`src/rtl/canvas_uart_dumper.sv`:
```
// canvas_uart_dumper
//   Streams the whole 4-bpp canvas out of its second RAM port as an 8N1 UART
//   frame: header byte, N/2 packed data bytes (even pixel in the high nibble),
//   then the XOR of all data bytes. Runs on the pixel clock.
//
// Ports
//   pixel_clk_in  : system clock
//   rst_n_in      : asynchronous active-low reset (aborts a dump in progress)
//   start_in      : one-cycle request to begin a dump (ignored unless idle)
//   addr_out      : linear canvas read address (x + H_PIXELS*y)
//   rd_en_out     : RAM port enable, high only on fetch cycles
//   pixel_data_in : RAM read data, valid RAM_LATENCY cycles after addr_out
//   tx_out        : UART serial line, idle high
//   busy_out      : high from the cycle after start is accepted until done
//   done_out      : one-cycle pulse after the trailer stop bit completes
module canvas_uart_dumper #(
  parameter int         H_PIXELS      = 640,
  parameter int         V_PIXELS      = 360,
  parameter int         CLKS_PER_BAUD = 645,
  parameter int         RAM_LATENCY   = 2,
  parameter logic [7:0] HEADER_BYTE   = 8'hA5
) (
  input  logic                                  pixel_clk_in,
  input  logic                                  rst_n_in,
  input  logic                                  start_in,
  output logic [$clog2(H_PIXELS*V_PIXELS)-1:0]  addr_out,
  output logic                                  rd_en_out,
  input  logic [3:0]                            pixel_data_in,
  output logic                                  tx_out,
  output logic                                  busy_out,
  output logic                                  done_out
);

  localparam int NPIX   = H_PIXELS * V_PIXELS;
  localparam int ADDR_W = $clog2(NPIX);
  localparam int HALF   = NPIX / 2;
  localparam int BYTE_W = (HALF > 1) ? $clog2(HALF) : 1;
  localparam int BAUD_W = (CLKS_PER_BAUD > 1) ? $clog2(CLKS_PER_BAUD) : 1;

  localparam logic [BAUD_W-1:0] BAUD_LAST = BAUD_W'(CLKS_PER_BAUD - 1);
  localparam logic [BYTE_W-1:0] BYTE_LAST = BYTE_W'(HALF - 1);
  localparam logic [31:0]       HALF_U    = 32'(HALF);
  localparam logic [3:0]        STOP_BIT  = 4'd9;

  typedef enum logic [2:0] {
    ST_IDLE    = 3'd0,
    ST_HEADER  = 3'd1,
    ST_DATA    = 3'd2,
    ST_TRAILER = 3'd3,
    ST_FINISH  = 3'd4
  } state_t;

  state_t              state_r;
  state_t              next_state_s;

  logic [BAUD_W-1:0]   baud_cnt_r;
  logic [3:0]          bit_idx_r;
  logic [8:0]          shift_r;       // {stop bit, data bits still to send}
  logic [BYTE_W-1:0]   byte_cnt_r;
  logic [7:0]          checksum_r;
  logic [7:0]          next_byte_r;   // prefetched byte waiting to be sent
  logic                fetch_second_r;
  logic [RAM_LATENCY-1:0] fetch_vld_r;
  logic [RAM_LATENCY-1:0] fetch_odd_r;

  logic                accept_s;
  logic                active_s;
  logic                baud_end_s;
  logic                byte_end_s;
  logic                last_byte_s;
  logic                load_data_s;
  logic                fetch_next_s;
  logic [31:0]         fetch_idx_s;

  // Running XOR of data bytes; kept as a helper so the trailer rule is obvious.
  function automatic logic [7:0] checksum_update(input logic [7:0] sum,
                                                 input logic [7:0] data);
    return sum ^ data;
  endfunction

  assign accept_s    = (state_r == ST_IDLE) && start_in;
  assign active_s    = (state_r == ST_HEADER) || (state_r == ST_DATA) ||
                       (state_r == ST_TRAILER);
  assign baud_end_s  = (baud_cnt_r == BAUD_LAST);
  assign byte_end_s  = baud_end_s && (bit_idx_r == STOP_BIT);
  assign last_byte_s = (byte_cnt_r == BYTE_LAST);
  // A data byte is loaded when the header ends or a non-final data byte ends.
  assign load_data_s = byte_end_s &&
                       ((state_r == ST_HEADER) ||
                        ((state_r == ST_DATA) && !last_byte_s));
  assign fetch_next_s = load_data_s && (fetch_idx_s < HALF_U);

  // Index of the byte to prefetch when a data byte starts shifting out.
  always_comb begin
    fetch_idx_s = 32'd0;
    if (state_r == ST_HEADER) begin
      fetch_idx_s = 32'd1;
    end else begin
      fetch_idx_s = 32'(byte_cnt_r) + 32'd2;
    end
  end

  // Next-state logic for the dump sequencer.
  always_comb begin
    next_state_s = state_r;
    case (state_r)
      ST_IDLE: begin
        if (start_in) next_state_s = ST_HEADER;
        else          next_state_s = ST_IDLE;
      end
      ST_HEADER: begin
        if (byte_end_s) next_state_s = ST_DATA;
        else            next_state_s = ST_HEADER;
      end
      ST_DATA: begin
        if (byte_end_s && last_byte_s) next_state_s = ST_TRAILER;
        else                           next_state_s = ST_DATA;
      end
      ST_TRAILER: begin
        if (byte_end_s) next_state_s = ST_FINISH;
        else            next_state_s = ST_TRAILER;
      end
      ST_FINISH: begin
        next_state_s = ST_IDLE;
      end
      default: begin
        next_state_s = ST_IDLE;
      end
    endcase
  end

  // State register.
  always_ff @(posedge pixel_clk_in or negedge rst_n_in) begin
    if (!rst_n_in) begin
      state_r <= ST_IDLE;
    end else begin
      state_r <= next_state_s;
    end
  end

  // UART shifter, baud/bit/byte counters, checksum and status outputs.
  always_ff @(posedge pixel_clk_in or negedge rst_n_in) begin
    if (!rst_n_in) begin
      tx_out     <= 1'b1;
      busy_out   <= 1'b0;
      done_out   <= 1'b0;
      baud_cnt_r <= {BAUD_W{1'b0}};
      bit_idx_r  <= 4'd0;
      shift_r    <= 9'h1FF;
      byte_cnt_r <= {BYTE_W{1'b0}};
      checksum_r <= 8'h00;
    end else begin
      done_out <= 1'b0;
      if (accept_s) begin
        // Start bit of the header goes out on the very next cycle.
        tx_out     <= 1'b0;
        busy_out   <= 1'b1;
        baud_cnt_r <= {BAUD_W{1'b0}};
        bit_idx_r  <= 4'd0;
        shift_r    <= {1'b1, HEADER_BYTE};
        byte_cnt_r <= {BYTE_W{1'b0}};
        checksum_r <= 8'h00;
      end else if (active_s) begin
        if (!baud_end_s) begin
          baud_cnt_r <= baud_cnt_r + BAUD_W'(1);
        end else begin
          baud_cnt_r <= {BAUD_W{1'b0}};
          if (bit_idx_r != STOP_BIT) begin
            bit_idx_r <= bit_idx_r + 4'd1;
            tx_out    <= shift_r[0];
            shift_r   <= {1'b1, shift_r[8:1]};
          end else if (state_r == ST_TRAILER) begin
            tx_out    <= 1'b1;
            busy_out  <= 1'b0;
            done_out  <= 1'b1;
            bit_idx_r <= 4'd0;
          end else begin
            // Back-to-back: next start bit directly follows this stop bit.
            tx_out    <= 1'b0;
            bit_idx_r <= 4'd0;
            if (load_data_s) begin
              shift_r    <= {1'b1, next_byte_r};
              checksum_r <= checksum_update(checksum_r, next_byte_r);
              if (state_r == ST_HEADER) begin
                byte_cnt_r <= {BYTE_W{1'b0}};
              end else begin
                byte_cnt_r <= byte_cnt_r + BYTE_W'(1);
              end
            end else begin
              // Last data byte already folded in when it was loaded.
              shift_r <= {1'b1, checksum_r};
            end
          end
        end
      end else begin
        tx_out   <= 1'b1;
        busy_out <= 1'b0;
      end
    end
  end

  // Two-cycle fetch (even then odd pixel) for the byte after the one starting.
  always_ff @(posedge pixel_clk_in or negedge rst_n_in) begin
    if (!rst_n_in) begin
      addr_out       <= {ADDR_W{1'b0}};
      rd_en_out      <= 1'b0;
      fetch_second_r <= 1'b0;
    end else begin
      if (accept_s) begin
        addr_out       <= {ADDR_W{1'b0}};
        rd_en_out      <= 1'b1;
        fetch_second_r <= 1'b1;
      end else if (fetch_next_s) begin
        addr_out       <= addr_out + ADDR_W'(1);
        rd_en_out      <= 1'b1;
        fetch_second_r <= 1'b1;
      end else if (fetch_second_r) begin
        addr_out       <= addr_out + ADDR_W'(1);
        rd_en_out      <= 1'b1;
        fetch_second_r <= 1'b0;
      end else begin
        rd_en_out      <= 1'b0;
        fetch_second_r <= 1'b0;
      end
    end
  end

  // Delay line marking which cycle returns read data; address LSB picks nibble.
  always_ff @(posedge pixel_clk_in or negedge rst_n_in) begin
    if (!rst_n_in) begin
      fetch_vld_r <= {RAM_LATENCY{1'b0}};
      fetch_odd_r <= {RAM_LATENCY{1'b0}};
    end else begin
      for (int i = RAM_LATENCY - 1; i > 0; i--) begin
        fetch_vld_r[i] <= fetch_vld_r[i-1];
        fetch_odd_r[i] <= fetch_odd_r[i-1];
      end
      fetch_vld_r[0] <= rd_en_out;
      fetch_odd_r[0] <= addr_out[0];
    end
  end

  // Capture returned pixels into the prefetch byte.
  always_ff @(posedge pixel_clk_in or negedge rst_n_in) begin
    if (!rst_n_in) begin
      next_byte_r <= 8'h00;
    end else begin
      if (fetch_vld_r[RAM_LATENCY-1]) begin
        if (fetch_odd_r[RAM_LATENCY-1]) begin
          next_byte_r[3:0] <= pixel_data_in;
        end else begin
          next_byte_r[7:4] <= pixel_data_in;
        end
      end else begin
        next_byte_r <= next_byte_r;
      end
    end
  end

endmodule

```
`config.mk`:
```
export PLATFORM = sky130hd
export DESIGN_NAME = canvas_uart_dumper
export DESIGN_NICKNAME = d
export VERILOG_FILES = /design/src/rtl/canvas_uart_dumper.sv
export SDC_FILE = /design/constraint.sdc
export NUM_CORES = 1
export LEC_CHECK = 0
export CAP_MARGIN = 20
export CORE_MARGIN = 10
export CORE_UTILIZATION = 61
export CTS_BUF_LIST = sky130_fd_sc_hd__clkbuf_4 sky130_fd_sc_hd__clkbuf_8
export CTS_CLUSTER_DIAMETER = 200
export DETAILED_ROUTE_END_ITERATION = 7
export PLACE_DENSITY = 0.84
export SYNTH_ARGS = -nofsm -noshare
export SYNTH_HDL_FRONTEND = slang
export SYNTH_SLANG_ARGS = --single-unit
```
`constraint.sdc`:
```
create_clock -name pixel_clk_in -period 2.9 [get_ports pixel_clk_in]
set_input_delay 0.58 -clock pixel_clk_in [delete_from_list [all_inputs] [get_ports pixel_clk_in]]
set_output_delay 0.58 -clock pixel_clk_in [all_outputs]
set_load 0.05 [all_outputs]
```
# Word level (Yosys, flattened, before mapping)
# Cells that the tools add are included.
[op_classes] addsub=5 order_cmp=1 n_eq_ne=13 muxes=54 bitwise_logic=2 reduce_logical=21
[ops] operator="17-bit 2-to-1 mux" count=7
[ops] operator="18-bit 2-to-1 mux" count=4
[ops] operator="8-bit 2-to-1 mux" count=7
[ops] operator="9-bit 2-to-1 mux" count=5
[ops] operator="32-bit by 17-bit less-than comparator with 1-bit output, second input constant" count=1
[ops] operator="10-bit 2-to-1 mux" count=3
[ops] operator="1-bit 2-to-1 mux" count=21
[ops] operator="17-bit by 2-bit adder with 18-bit output, second input constant" count=1
[ops] operator="18-bit by 1-bit adder with 18-bit output, second input constant" count=1
[ops] operator="17-bit by 1-bit adder with 17-bit output, second input constant" count=1
[ops] operator="17-bit == test, second input constant" count=1
[ops] operator="4-bit 2-to-1 mux" count=4
[ops] operator="3-bit case mux with 4 select lines" count=1
[ops] operator="10-bit by 1-bit adder with 10-bit output, second input constant" count=1
[ops] operator="10-bit == test, second input constant" count=1
[ops] operator="8-bit XOR" count=1
[ops] operator="3-bit by 2-bit == test with 1-bit output, second input constant" count=2
[ops] operator="1-bit logical AND" count=6
[ops] operator="3-bit by 2-bit inequality test with 1-bit output, second input constant" count=2
[ops] operator="3-bit inequality test, second input constant" count=2
[ops] operator="2-bit AND reduction" count=3
[ops] operator="3-bit AND reduction" count=2
[ops] operator="2-bit nonzero test" count=3
[ops] operator="5-bit AND reduction" count=1
[ops] operator="12 further kinds" count=15
[word_totals] regBits=86 output_inout_bits=22

# Logic depth before layout (Yosys ltp)
# Gate-level depths: netlist (run 1).
[logic_depth] ltp_word=11 mapped_depth=10 ltp_nobuf=9

# Least setup slack after synthesis (run 1)
# OpenSTA, ideal clock, no wires.
[synth_path] path_type="reg2reg" start="reg baud_cnt_r[0]" end="reg addr_out[16]" setup_ps=78 t_arrival_ps=2449 required_time_ps=2822 setup_slack_ps=373 stages_incl_launch_ff=11 period_less_slack_ps=2527 cell_sequence="dfrtp_1 > inv_1 > ha_1 > and4bb_2 > nand4_2 > a311oi_4 > a21oi_2 > or2_1 > buf_6 > or4_1 > a21oi_1"
[synth_via] elab_chain_cells=6 word_cells_on_any_way=7 cone_classes="1 x eq/ne; 2 x mux; 4 x reduce/logical"
[synth_lines] element="start: declaration" line="56" source="logic [BAUD_W-1:0] baud_cnt_r;"
[synth_lines] element="start signal: assignment" line="147" source="baud_cnt_r <= {BAUD_W{1'b0}};"
[synth_lines] element="start signal: assignment" line="158" source="baud_cnt_r <= {BAUD_W{1'b0}};"
[synth_lines] element="start signal: assignment" line="165" source="baud_cnt_r <= baud_cnt_r + BAUD_W'(1);"
[synth_lines] element="10-bit == test (*)" line="84" source="assign baud_end_s = (baud_cnt_r == BAUD_LAST);"
[synth_lines] element="1-bit logical AND (*)" line="85" source="assign byte_end_s = baud_end_s && (bit_idx_r == STOP_BIT);"
[synth_lines] element="1-bit logical AND (*)" line="88" source="assign load_data_s = byte_end_s &&"
[synth_lines] element="1-bit logical AND (*)" line="91" source="assign fetch_next_s = load_data_s && (fetch_idx_s < HALF_U);"
[synth_lines] element="18-bit 2-to-1 mux" line="213" source="end else if (fetch_next_s) begin"
[synth_lines] element="18-bit 2-to-1 mux" line="209" source="if (accept_s) begin"
[synth_lines] element="end signal: assignment" line="210" source="addr_out <= {ADDR_W{1'b0}};"
[synth_lines] element="end signal: assignment" line="214" source="addr_out <= addr_out + ADDR_W'(1);"
[synth_lines] element="end signal: assignment" line="218" source="addr_out <= addr_out + ADDR_W'(1);"
[synth_lines] element="end: declaration" line="26" source="output logic [$clog2(H_PIXELS*V_PIXELS)-1:0] addr_out,"
# Mark *: on every way between the ends. The rest lies on a longest branch, timed or not.
# A chain may end at the register's enable or synchronous reset.

# Final worst setup path (run 1)
# Same ends and word-level chain as after synthesis.

==> flow_metrics.py, run 1 <==
metrics = {
    "sta": {
        "fmax_mhz": 364.3,
        "period_share": 0.9466,
        "tns_ns": 0,
        "finalHoldViolCount": 0,
        "min_period_ns": 2.745,
        "final-max-slew-violation-count": 0,
        "rsz0062_at_grt": "no",
        "worst_pin_slew_ns": 0.7355,
        "setup_viol_count_final": 0,
        "max_slew_margin": 0.5079,
        "finClkSkew_ns": 0.01399,
        "layout_setup_ws_ns": 0.1549,
    },
    "synth": {
        "netlist-cell-type-count": 54,
        "seq_area_frac_synth": 0.4946,
        "ys_warn_count": 0,
        "synth_top_area_share": 0.4399,
        "yosys.area.top_type": "dfrtp_1",
        "synth_top_flop_cell": "dfrtp_1",
        "ys_ff_latch": 85,
        "ys_top_cells_by_count": "dfrtp_1 (76), nor2_1 (64), nand2_1 (46)",
        "syn_nets": 460,
        "synthesis.area_sq_um": 4323,
        "yosysMostFrequentCell": "dfrtp_1",
        "async_flop_share": 1.000,
        "syn_avg_cell_area_sq_um": 9.628,
        "synthCells": 449,
        "synth_edf_count": 0,
        "ys_top_cells_by_area": "dfrtp_1 (44%), nor2_1 (5.6%), dfstp_2 (5.5%), xor2_1 (5.3%), nand2_1 (4.0%)",
    },
    "cts": {
        "hold_buffers": 0,
        "clockBufferDepth": 2,
        "clock-root-buffer": "clkbuf_8",
        "clkTransAtPathRegs_ns": 0.09,
        "cts-buffers-inserted": 9,
        "insertion_delay_ns": 0.37,
        "htreeDepth": 3,
        "postCtsSetupRepairBufs": 0,
        "cts_sinks": 85,
        "cts_tree": "done",
    },
    "global_routing": {
        "gr-total-overflow": 0,
        "grt_max_degree": 45,
        "grt_usage": 0.1752,
        "antenna_found_initial": 0,
        "grt_pass1_vias": 3438,
        "grt_pass1_wl_mm": 16.33,
    },
    "cells_and_area": {
        "nets": 489,
        "area_growth_pct": 14.33,
        "drive_above_1_share": 0.1242,
        "fin_util": 0.7234,
        "diodes": 0,
        "final_area_sq_um": 4942,
    },
    "route": {
        "vias_per_cell": 5.936,
        "num_vias": 3437,
        "wl_per_cell_microns": 16.17,
        "routed_wl_mm": 9.361,
        "drc_errors": 0,
        "dr.pass1.iters": 5,
        "antenna_left": 0,
        "dr.first_iter.drc_count": 208,
    },
    "critical_path": {
        "cp.arrival_ns": 3.03,
        "cp-end-kind": "register",
        "path_max_fanout": 11,
        "start_kind": "register",
        "required_ns": 3.19,
        "crit_type": "reg2reg",
    },
    "place": {
        "io_buffers": 28,
        "place_ws_ns": 0.2317,
        "hpwl_mm": 6.606,
        "routabilityCongestion": 0.9138,
        "placed_area_sq_um": 4716,
    },
    "floorplan": {
        "die_area_sq_um": 10850,
        "die_h_microns": 104.2,
        "start_util": 0.6328,
        "rows": 30,
        "core-area_sq_um": 6832,
        "die_x_microns": 104.2,
        "ios": 29,
    },
    "power": {
        "p_per_area_nw_per_um2": 561.0,
        "p_leak_nw": 2.128,
        "ir_drop_mv": 0.3166,
        "power.total_w": 0.002773,
    },
    "flow_run": {
        "maxCapViolCount": 0,
    },
    "status": {
        "status": "finished clean",
    },
    "worst_hold_path": {
        "holdCritPathClass": "in2async",
    },
}
[final cells by class]
class / instances / area (sq um)
clock inverters: 7 / 102.6
clock buffers: 9 / 123.9
well taps: 96 / 120.1
inverters: 8 / 30.03
repair buffers: 37 / 357.8
multi-input cells: 337 / 2069
fillers: 513 / 1889
flip-flops and latches: 85 / 2138
[kinds of logic (layout without fill, tap and decap cells)]
kind of cell | count (synthesis) | in the layout | synth area share
xor+xnor | 45 | 45 | 0.09117
compound gates | 66 | 66 | 0.09725
simple gates | 209 | 209 | 0.2452
mux | 13 | 13 | 0.03242
buf+inv | 27 | 61 | 0.02778
flops | 85 | 85 | 0.4946
fa+ha+maj | 4 | 4 | 0.01158
[critical path, cell delays in order (launching register included)]
cell and delay (ns):
dfrtp_1 0.44, inv_1 0.09, ha_1 0.15, and4bb_2 0.25
nand4_2 0.14, a311oi_4 0.34, a21oi_2 0.19, or2_1 0.38
or4_1 0.54, a21oi_1 0.16
[metal layers]
layer  global-route usage  share of wire  vias up
met3              0.04151          0.051       18
met1               0.2243           0.45     1701
met4              0.05169          0.016        0
li1                     -              -     1619
met5                    0              0        -
met2               0.2869           0.49       99
[power by group]
group          switching [W]  leakage [nW]  internal [W]
Clock               0.000457         0.116      0.000497
Sequential          0.000134          1.09       0.00131
Combinational       0.000215         0.924      0.000162
Total               0.000807          2.13       0.00197
[state kept, by name (all words and copies together) (netlist names), 2 cells and up]
name	cells
baud_cnt_r	10
fetch_odd_r	2
bit_idx_r	4
checksum_r	8
byte_cnt_r	17
fetch_vld_r	2
shift_r	8
state_r	3
addr_out	18
next_byte_r	8
[through the flow]
step,cells,hold slack (ns)
finish,579,0.1864
global route,579,0.2256
CTS,579,0.2076
detailed placement,563,0.3457
global placement,563,0.3350
floorplan,449,0.2844
[path summary, 6_finish.rpt]
kind | start | depth (start not counted) | to | slack, ns
min in group pixel_clk_in | fetch_vld_r[0] | 0 | fetch_vld_r[1] | 0.36
max in group asynchronous | rst_n_in | 2 | shift_r[6] | 2.03
min | rst_n_in | 1 | baud_cnt_r[3] | 0.19
max | baud_cnt_r[0] | 9 | addr_out[16] | 0.15
min reg2reg | fetch_vld_r[0] | 0 | fetch_vld_r[1] | 0.36
max reg2reg | baud_cnt_r[0] | 9 | addr_out[16] | 0.15
[placed cells by master, fill, tap and decap left out, types with 3 or more instances in the layout]
cell,Yosys,layout
a21oi_1,19,19
a31o_2,5,5
a31oi_1,3,3
and3_1,13,13
buf_4,0,9
clkbuf_8,0,9
clkdlybuf4s50_1,0,27
dfrtp_1,76,76
dfstp_2,9,9
ha_1,4,4
inv_1,8,8
mux2_2,8,8
mux2i_1,5,5
nand2_1,46,46
nand2b_1,4,4
nand3_1,25,25
nand4_1,14,14
nor2_1,64,64
nor2b_1,4,4
nor3_1,10,9
nor3b_1,4,4
nor4_1,3,3
o21ai_0,24,24
or4_1,4,4
xnor2_1,19,19
xor2_1,26,26
[timing repair]
| action | 4_1_cts | 5_1_grt |
|---|---|---|
| endpoints found under the hold margin | 0 | 0 |
| gates resized for setup | 0 | 1 |
| setup endpoints to repair | 0 | 1 |
Power figures use the tool's default switching activity.
==> run 2, diff against run 1 <==
- CORE_MARGIN: 10 -> unset
- CORE_UTILIZATION: 61 -> 50
- PLACE_DENSITY: 0.84 -> 0.71
==> run 2 against run 1 <==
Compared with the run above: first-iteration DRC count down 33%; total power down 2.0%; via count down 3.0%; non-clock buffer count up 2; wire length down 3.6%; largest power group unchanged; fmax up 1.6%; sequential share of layout area down 0.11 points; design area up 0.25%; clock skew about the same.
==> flow_metrics.py, run 2 (synthesized netlist as in run 1, its figures left out) <==
metrics = {
    "cells_and_area": {
        "largest_reg_flops": 18,
        "nets": 491,
        "multi_input_area_sq_um": 2069,
        "nFillCells": 690,
        "diodes": 0,
        "biggestRegsByFlops": "addr_out: 18 flops, byte_cnt_r: 17 flops, baud_cnt_r: 10 flops",
        "final_common_cell": "dfrtp_1",
        "final_cell_mix": "dfrtp_1 (76), nor2_1 (64), nand2_1 (46)",
        "ff_latch_area_sq_um": 2138,
        "drive_above_1_share": 0.1278,
        "final_area_sq_um": 4955,
        "regMostFlops": "addr_out",
        "area_growth_pct": 14.62,
        "finalNonFillerCells": 590,
    },
    "floorplan": {
        "die_area_sq_um": 9021,
        "ios": 29,
        "start_util": 0.5209,
        "rows": 33,
        "die_x_microns": 94.98,
        "die_h_microns": 94.98,
        "core-area_sq_um": 8299,
    },
    "global_routing": {
        "grt_pass1_wl_mm": 15.44,
        "antenna_found_initial": 0,
        "grt_pass1_vias": 3163,
        "use_met2": 0.3315,
        "use_met3": 0.04106,
        "top_usage_layer": "met2",
        "grt_max_degree": 45,
        "grt_usage": 0.2220,
        "gr-total-overflow": 0,
        "grt_use_met1": 0.3237,
    },
    "sta": {
        "setup_viol_count_final": 0,
        "max_slew_margin": 0.5439,
        "finalHoldViolCount": 0,
        "worst_pin_slew_ns": 0.6829,
        "final-max-slew-violation-count": 0,
        "tns_ns": 0,
        "finClkSkew_ns": 0.01394,
        "min_period_ns": 2.703,
        "fmax_mhz": 370.0,
        "period_share": 0.9320,
        "rsz0062_at_grt": "no",
        "whs_ns": 0.1889,
    },
    "route": {
        "vias_per_cell": 5.653,
        "dr.first_iter.drc_count": 140,
        "drc_errors": 0,
        "routed_wl_mm": 9.025,
        "wl_per_cell_microns": 15.30,
        "dr.pass1.iters": 4,
        "num_vias": 3335,
        "antenna_left": 0,
    },
    "critical_path": {
        "path_max_fanout": 11,
        "crit_path_cell_trace": "inv_1, ha_1, and4bb_2, nand4_2, a311oi_4, a21oi_2, or2_1, or4_1, a21oi_1",
        "cp.arrival_ns": 2.99,
        "rrSetupSlack_ns": 0.20,
        "cpPeakStageDelay_ns": 0.53,
        "cp-end-kind": "register",
        "crit_family": "simple AND/OR/NAND/NOR gates",
        "crit_buf_inv": 1,
        "required_ns": 3.19,
        "start_kind": "register",
        "crit_type": "reg2reg",
        "crit_slowest_cell": "or4_1",
    },
    "flow_run": {
        "maxCapViolCount": 0,
    },
    "place": {
        "placed_area_sq_um": 4742,
        "io_buffers": 28,
        "routabilityCongestion": 0.9799,
        "placed_cells": 574,
        "hpwl_mm": 6.252,
    },
    "worst_hold_path": {
        "holdCritPathClass": "in2async",
    },
    "cts": {
        "cts_sinks": 85,
        "clkTransAtPathRegs_ns": 0.10,
        "cts_tree": "done",
        "postCtsSetupRepairBufs": 0,
        "cts_resized": 0,
        "cts-buffers-inserted": 9,
        "hold_buffers": 0,
        "clock-root-buffer": "clkbuf_8",
        "htreeDepth": 3,
        "clockBufferDepth": 2,
        "insertion_delay_ns": 0.37,
    },
    "power": {
        "p_leak_nw": 2.123,
        "ir_drop_mv": 0.3184,
        "p_per_area_nw_per_um2": 548.2,
        "power.total_w": 0.002716,
    },
    "status": {
        "status": "finished clean",
    },
}
## run 2: routing by layer
layer  vias up  share of wire
met5         -              0
li1       1629              -
met4         0          0.013
met3        11          0.038
met2        71           0.45
met1      1624           0.50
## run 2: worst paths after layout
kind / cells past startpoint / start / end
max: 9 / baud_cnt_r[0] / addr_out[16]
min: 1 / rst_n_in / baud_cnt_r[8]
max reg2reg: 9 / baud_cnt_r[0] / addr_out[16]
min reg2reg: 0 / fetch_vld_r[0] / fetch_vld_r[1]
max in group asynchronous: 2 / rst_n_in / shift_r[7]
min in group pixel_clk_in: 0 / fetch_vld_r[0] / fetch_vld_r[1]
## run 2: area by class of cell
type / count / area share
clock inverters: 7 / 0.01793
repair buffers: 39 / 0.07525
inverters: 8 / 0.006061
flip-flops and latches: 85 / 0.4316
well taps: 105 / 0.02652
clock buffers: 9 / 0.02500
multi-input cells: 337 / 0.4177
## run 2: worst reg2reg max path, stage by stage (launching register included)
cell and delay, ns:
dfrtp_1 0.44, inv_1 0.08, ha_1 0.14, and4bb_2 0.24
nand4_2 0.15, a311oi_4 0.32, a21oi_2 0.18, or2_1 0.38
or4_1 0.53, a21oi_1 0.16
## run 2: stage by stage
| step | util | worst slack [ns] |
|---|---|---|
| final | 0.5970 | 0.1972 |
| after global routing | 0.5970 | 0.02525 |
| after CTS | 0.5970 | 0.2072 |
| after detailed placement | 0.5714 | 0.2530 |
| after global placement | 0.5714 | 0.2931 |
| after floorplan | - | 0.3731 |
## run 2: power breakdown
| group | switching, W | internal, W | total (W) |
|---|---|---|---|
| registers | 0.000132 | 0.00131 | 0.00144 |
| logic | 0.000207 | 0.000161 | 0.000368 |
| clock network | 0.000492 | 0.000418 | 0.000909 |
